--- src/rtl/mem_pkg.sv ---
// mem_pkg: shared widths, memory-port enable codes and burst FSM encoding for mem_arb.
package mem_pkg;
  localparam int ADDR_W = 5;
  localparam int DATA_W = 64;
  localparam int DEPTH = 32;
  localparam logic [1:0] AM_ON = 2'b00;
  localparam logic [1:0] AM_OFF = 2'b11;
  typedef enum logic {IDLE, BURST} state_t;
  function automatic logic [ADDR_W-1:0] addr_add(input logic [ADDR_W-1:0] a, input logic [ADDR_W-1:0] k);
    return ADDR_W'((int'(a) + int'(k)) % DEPTH);
  endfunction
endpackage

--- src/rtl/rr_arb2.sv ---
// rr_arb2: two-requester round-robin (0 = host, 1 = compute); pointer moves only on a grant.
module rr_arb2 (
  input  logic       clk,
  input  logic       rst,
  input  logic [1:0] req,
  input  logic       en,
  output logic [1:0] gnt,
  output logic       pick
);
  logic last;
  assign pick = req[1] & (~req[0] | ~last);
  assign gnt = (en && |req) ? (pick ? 2'b10 : 2'b01) : 2'b00;
  always_ff @(posedge clk or negedge rst)
    if (!rst) last <= 1'b1;
    else if (|gnt) last <= pick;
endmodule

--- src/rtl/mem_arb.sv ---
// mem_arb: host/compute arbiter for a dual-port pair-read memory, with compute burst reads.
module mem_arb
  import mem_pkg::*;
(
  input  logic              clk,
  input  logic              rst,
  input  logic              h_req,
  input  logic              h_we,
  input  logic [ADDR_W-1:0] h_addr,
  input  logic [DATA_W-1:0] h_wdata,
  output logic              h_gnt,
  output logic              h_rvalid,
  input  logic              c_req,
  input  logic              c_we,
  input  logic [ADDR_W-1:0] c_addr,
  input  logic [DATA_W-1:0] c_wdata,
  input  logic              c_burst,
  input  logic [3:0]        c_len,
  output logic              c_gnt,
  output logic              c_rvalid,
  output logic              c_busy,
  output logic [1:0]        R_am,
  output logic [1:0]        W_am,
  output logic [ADDR_W-1:0] R_addr,
  output logic [ADDR_W-1:0] W_addr,
  output logic [DATA_W-1:0] mem_wdata,
  input  logic [DATA_W-1:0] mem_rdata1,
  input  logic [DATA_W-1:0] mem_rdata2,
  output logic [DATA_W-1:0] rdata1,
  output logic [DATA_W-1:0] rdata2
);
  state_t state;
  logic [3:0] cnt;
  logic [ADDR_W-1:0] baddr, r_addr_q, ra, wa;
  logic [1:0] rreq, wreq, rg, wg;
  logic rp, wp, burst, haz, b_iss, r_on, w_on, h_rv, c_rv;
  assign burst = state == BURST;
  assign wreq = {c_req & c_we, h_req & h_we};
  assign rreq = burst ? 2'b00 : {c_req & ~c_we, h_req & ~h_we};
  rr_arb2 u_warb (.clk(clk), .rst(rst), .req(wreq), .en(rst), .gnt(wg), .pick(wp));
  rr_arb2 u_rarb (.clk(clk), .rst(rst), .req(rreq), .en(rst & ~haz), .gnt(rg), .pick(rp));
  assign w_on = |wg;
  assign wa = wp ? c_addr : h_addr;
  assign ra = burst ? baddr : (rp ? c_addr : h_addr);
  // a pair read touches ra and ra+1, so either may collide with the write
  assign haz = w_on && (ra == wa || addr_add(ra, ADDR_W'(1)) == wa);
  assign b_iss = rst && burst && !haz;
  assign r_on = |rg || b_iss;
  assign W_am = w_on ? AM_ON : AM_OFF;
  assign W_addr = w_on ? wa : '0;
  assign mem_wdata = w_on ? (wp ? c_wdata : h_wdata) : '0;
  assign R_am = r_on ? AM_ON : AM_OFF;
  assign R_addr = r_on ? ra : r_addr_q;
  assign h_gnt = wg[0] | rg[0];
  assign c_gnt = wg[1] | rg[1];
  assign h_rvalid = h_rv;
  assign c_rvalid = c_rv;
  assign c_busy = burst;
  assign rdata1 = (h_rv | c_rv) ? mem_rdata1 : '0;
  assign rdata2 = (h_rv | c_rv) ? mem_rdata2 : '0;
  always_ff @(posedge clk or negedge rst)
    if (!rst) begin
      state <= IDLE;
      cnt <= '0;
      baddr <= '0;
      r_addr_q <= '0;
      h_rv <= 1'b0;
      c_rv <= 1'b0;
    end else begin
      h_rv <= rg[0];
      c_rv <= rg[1] | b_iss;
      if (r_on) r_addr_q <= ra;
      if (rg[1] && c_burst && c_len != 4'd0) begin
        state <= BURST;
        cnt <= c_len - 4'd1;
        baddr <= addr_add(ra, ADDR_W'(2));
      end else if (b_iss) begin
        if (cnt == 4'd0) state <= IDLE;
        cnt <= cnt - 4'd1;
        baddr <= addr_add(baddr, ADDR_W'(2));
      end
    end
endmodule

--- config.mk ---
export PLATFORM = sky130hd
export DESIGN_NAME = mem_arb
export DESIGN_NICKNAME = d
export VERILOG_FILES = /design/src/rtl/mem_pkg.sv /design/src/rtl/rr_arb2.sv /design/src/rtl/mem_arb.sv
export SDC_FILE = /design/constraint.sdc
export NUM_CORES = 1
export LEC_CHECK = 0
export BUFFER_PORTS_ARGS = -buffer_cell sky130_fd_sc_hd__buf_2
export CAP_MARGIN = 0
export CORE_AREA = 5 5 186 188
export DETAILED_ROUTE_END_ITERATION = 12
export DIE_AREA = 0 0 191 193
export PLACE_DENSITY = 0.42
export SLEW_MARGIN = 20
export SYNTH_ARGS = -nofsm -noshare
export SYNTH_HDL_FRONTEND = slang
export SYNTH_SLANG_ARGS = --single-unit
--- constraint.sdc ---
create_clock -name clk -period 3.93 [get_ports clk]
set_clock_uncertainty 0.15 [all_clocks]
set_input_delay 0.5895 -clock clk [delete_from_list [all_inputs] [get_ports clk]]
set_output_delay 0.5895 -clock clk [all_outputs]
set_load 0.02 [all_outputs]
==> results.yml <==
timing:
  slew_headroom_pct: 53.3
  finalMaxSlewViolations: 0
  whs_ns: 0.0154
  timing.fmax_mhz: 260
  setup_violations: 0
  fin_crit_ns: 3.84
  fin_setup_tns_ns: 0
  finalCritPeriodShare_pct: 97.7
  tightest_slew_ns: 0.701
  finalHoldViolCount: 0
clock_network:
  insertion_delay_ns: 0.27
  root_buffer: "clkbuf_16"
  cts_sinks: 19
  ctsHoldBuffers: 0
  cts_tree: "done"
  cts_buffers: 3
  clockBufferDepth: 2
  clkTransAtPathRegs_ns: 0.07
  htree_levels: 1
setup_path:
  reg2regPathDepth: 16
  critPathMaxFanout: 6
  cp_data_required_time_ns: 3.19
  critPathCaptureType: "output port"
  slowest_stage: "dfstp_2"
  critPathMaxStageDelay_ns: 0.57
  worstPathArrival_ns: 3.10
  start_kind: "flip-flop"
  crit_chain: "nand3b_1 > nand3_1 > a31oi_2 > ha_1 > xor2_1 > nor3_2 > o211a_2 > a211oi_4 > buf_12 > mux2_4 > buf_6"
  worstSetupPathType: "flip-flop to output port"
power:
  switching_share_pct: 57.2
  power_frac_seq_pct: 11.7
  p_leak_nw: 3.70
  max-vdd-ir-drop_mv: 0.169
  internal-power_mw: 1.43
  clkPwrFrac_pct: 7.5
  p_switching_mw: 1.91
  p_total_mw: 3.34
  combPwrFrac_pct: 80.9
  cellPowerDensity_nw_per_um2: 488
synthesis:
  synth_top_family_by_area: "simple AND/OR/NAND/NOR gates"
  ys.flop_type: "dfrtp_1"
  synth_edf_count: 0
  avgSynthCellArea_um2: 6.45
  ys_ff_latch: 19
  syn_nets: 833
  synth_warnings: 0
  synth_area_leaders: "nor2b_1 (22%), nand2_1 (15%), dfrtp_1 (12%)"
  synthArstFlopShare_pct: 100
  synth_top_cell_by_area: "nor2b_1"
  synthCells: 553
  ys_types: 63
  synth-seq-area-share_pct: 13.4
  yosys-mux-area-fraction_pct: 5.40
  synthSimpleGateAreaFrac_pct: 48.2
  synthXorXnorAreaFrac_pct: 3.89
  synth-compound-area-share_pct: 22.4
  synth_top_area_share_pct: 22.5
  synth_adder_area_share_pct: 1.05
  synthesis.area_um2: 3570
die:
  fp.dieArea_um2: 36900
  dieWidth_um: 191
  core.rowCount: 67
  core_area_um2: 32900
  io_pins: 488
  fp.dieH_um: 193
  start_util_pct: 10.8
drt:
  drt_iter0_drc: 280
  ant_nets: 0
  wirelength_um: 28800
  vias: 5891
  drc_errors: 0
  post_drt_wl_per_cell_um: 19.4
  viasPerCell: 3.96
  firstDrtPassIters: 4
cells_and_area:
  layout_commonest_cell: "buf_2"
  synthToLayoutAreaGrowth_pct: 91.9
  layout-drive-gt1-share_pct: 54.3
  finalNetCount: 1317
  final_cell_mix: "buf_2 (482), nand2_1 (141), nor2b_1 (128), a21oi_1 (75), buf_4 (31)"
  postLayoutCellArea_um2: 6840
  fillerInstances: 3833
grt:
  grt_overflow: 0
  grt_pass1_vias: 5649
  grt_antenna_before_repair: 5
  grt_pass1_wl_um: 38400
  grt_max_degree: 68
  grt_usage_pct: 14.0
place:
  place.gp.congestion: 0.832
  dp_hpwl_um: 24900
  io_buffers: 487
  dpl_cell_area_um2: 6640
flow_run:
  maxCapViolCount: 0
hold_path:
  hp-class: "input pin to asynchronous set/reset pin"
run_status:
  status: "complete, no violations"
-- cells by family after synthesis --
group	count (synthesis)
simple gates	325
compound gates	126
buf+inv	50
flops	19
xor+xnor	15
mux	15
fa+ha+maj	3
-- final timing paths --
path                       slack [ns]     endpoint         from
max in group asynchronous        3.05  r_addr_q[2]          rst
setup reg to reg                 0.24       cnt[2]  u_rarb.last
setup / recovery                 0.09    R_addr[1]  u_rarb.last
min in group clk                 0.36  r_addr_q[4]  r_addr_q[4]
hold reg to reg                  0.36  r_addr_q[4]  r_addr_q[4]
hold / removal                   0.02     h_rvalid          rst
-- cells in the mapped netlist (6+ instances only) --
library cell,instances
inv_1,6
nand3_1,11
nand4_1,6
dfrtp_1,17
o22ai_1,7
o21ai_1,7
o21ai_0,6
nor2b_1,128
nand2_1,142
nor2_1,12
xor2_1,8
xnor2_1,6
a21oi_1,75
clkbuf_1,31
buf_1,6
-- final cells by class --
cell class	count	area, um^2	area share (%)
clock buffers	3	75.1	1.10
clock inverters	1	7.51	0.110
inverters	8	30.0	0.439
flip-flops and latches	19	478	6.99
well taps	448	561	8.19
multi-input cells	484	2920	42.7
repair buffers	521	2760	40.4
diodes	3	7.51	0.110
-- flip-flops by register name, summed over array words and instances (netlist names) --
register / flops
c_busy: 1
u_warb.last: 1
cnt: 4
h_rvalid: 1
c_rvalid: 1
r_addr_q: 5
baddr: 5
u_rarb.last: 1
-- power groups by stage --
stage	registers, mW	logic, mW	clock network, mW
6_report	0.389	2.70	0.250
5_1_grt	0.399	2.90	0.273
4_1_cts	0.388	2.65	0.272
3_5_place_dp	0.387	2.64	0
3_3_place_gp	0.393	2.64	0
2_1_floorplan	0.367	1.59	0
-- routing by layer --
metal / vias up / part of all wire [%] / GRT usage, %
met2: 330 / 52 / 26.5
met4: 6 / 2.0 / 3.56
li1: 2812 / - / -
met3: 24 / 8.8 / 3.56
met1: 2719 / 37 / 15.7
met5: - / 0.14 / 0
-- metrics by stage --
stage | util (%) | instances | setup WS [ns]
2_1_floorplan | - | 553 | 0.132
3_3_place_gp | 20.2 | 1472 | 0.0690
3_5_place_dp | 20.2 | 1472 | 0.0509
4_1_cts | 20.4 | 1476 | 0.00803
5_1_grt | 20.7 | 1484 | -0.0251
6_report | 20.8 | 1487 | 0.0910
-- repair_timing --
action / CTS / global route
buffers inserted: 0 / 8
endpoints found under the setup margin: 0 / 7
resized for setup: 0 / 14
-- worst max-delay path: cells and delay by family (launching register included) --
| kind | cells | cell delay [ns] |
|---|---|---|
| DFF | 1 | 0.57 |
| xor gates and xnor gates | 1 | 0.18 |
| buffers and inverters | 2 | 0.31 |
| and+or+nand+nor | 3 | 0.39 |
| adders and majority gates | 1 | 0.35 |
| muxes | 1 | 0.32 |
| AOI/OAI and AO/OA | 3 | 0.70 |
Note: power is estimated with default switching activity, not from simulation.
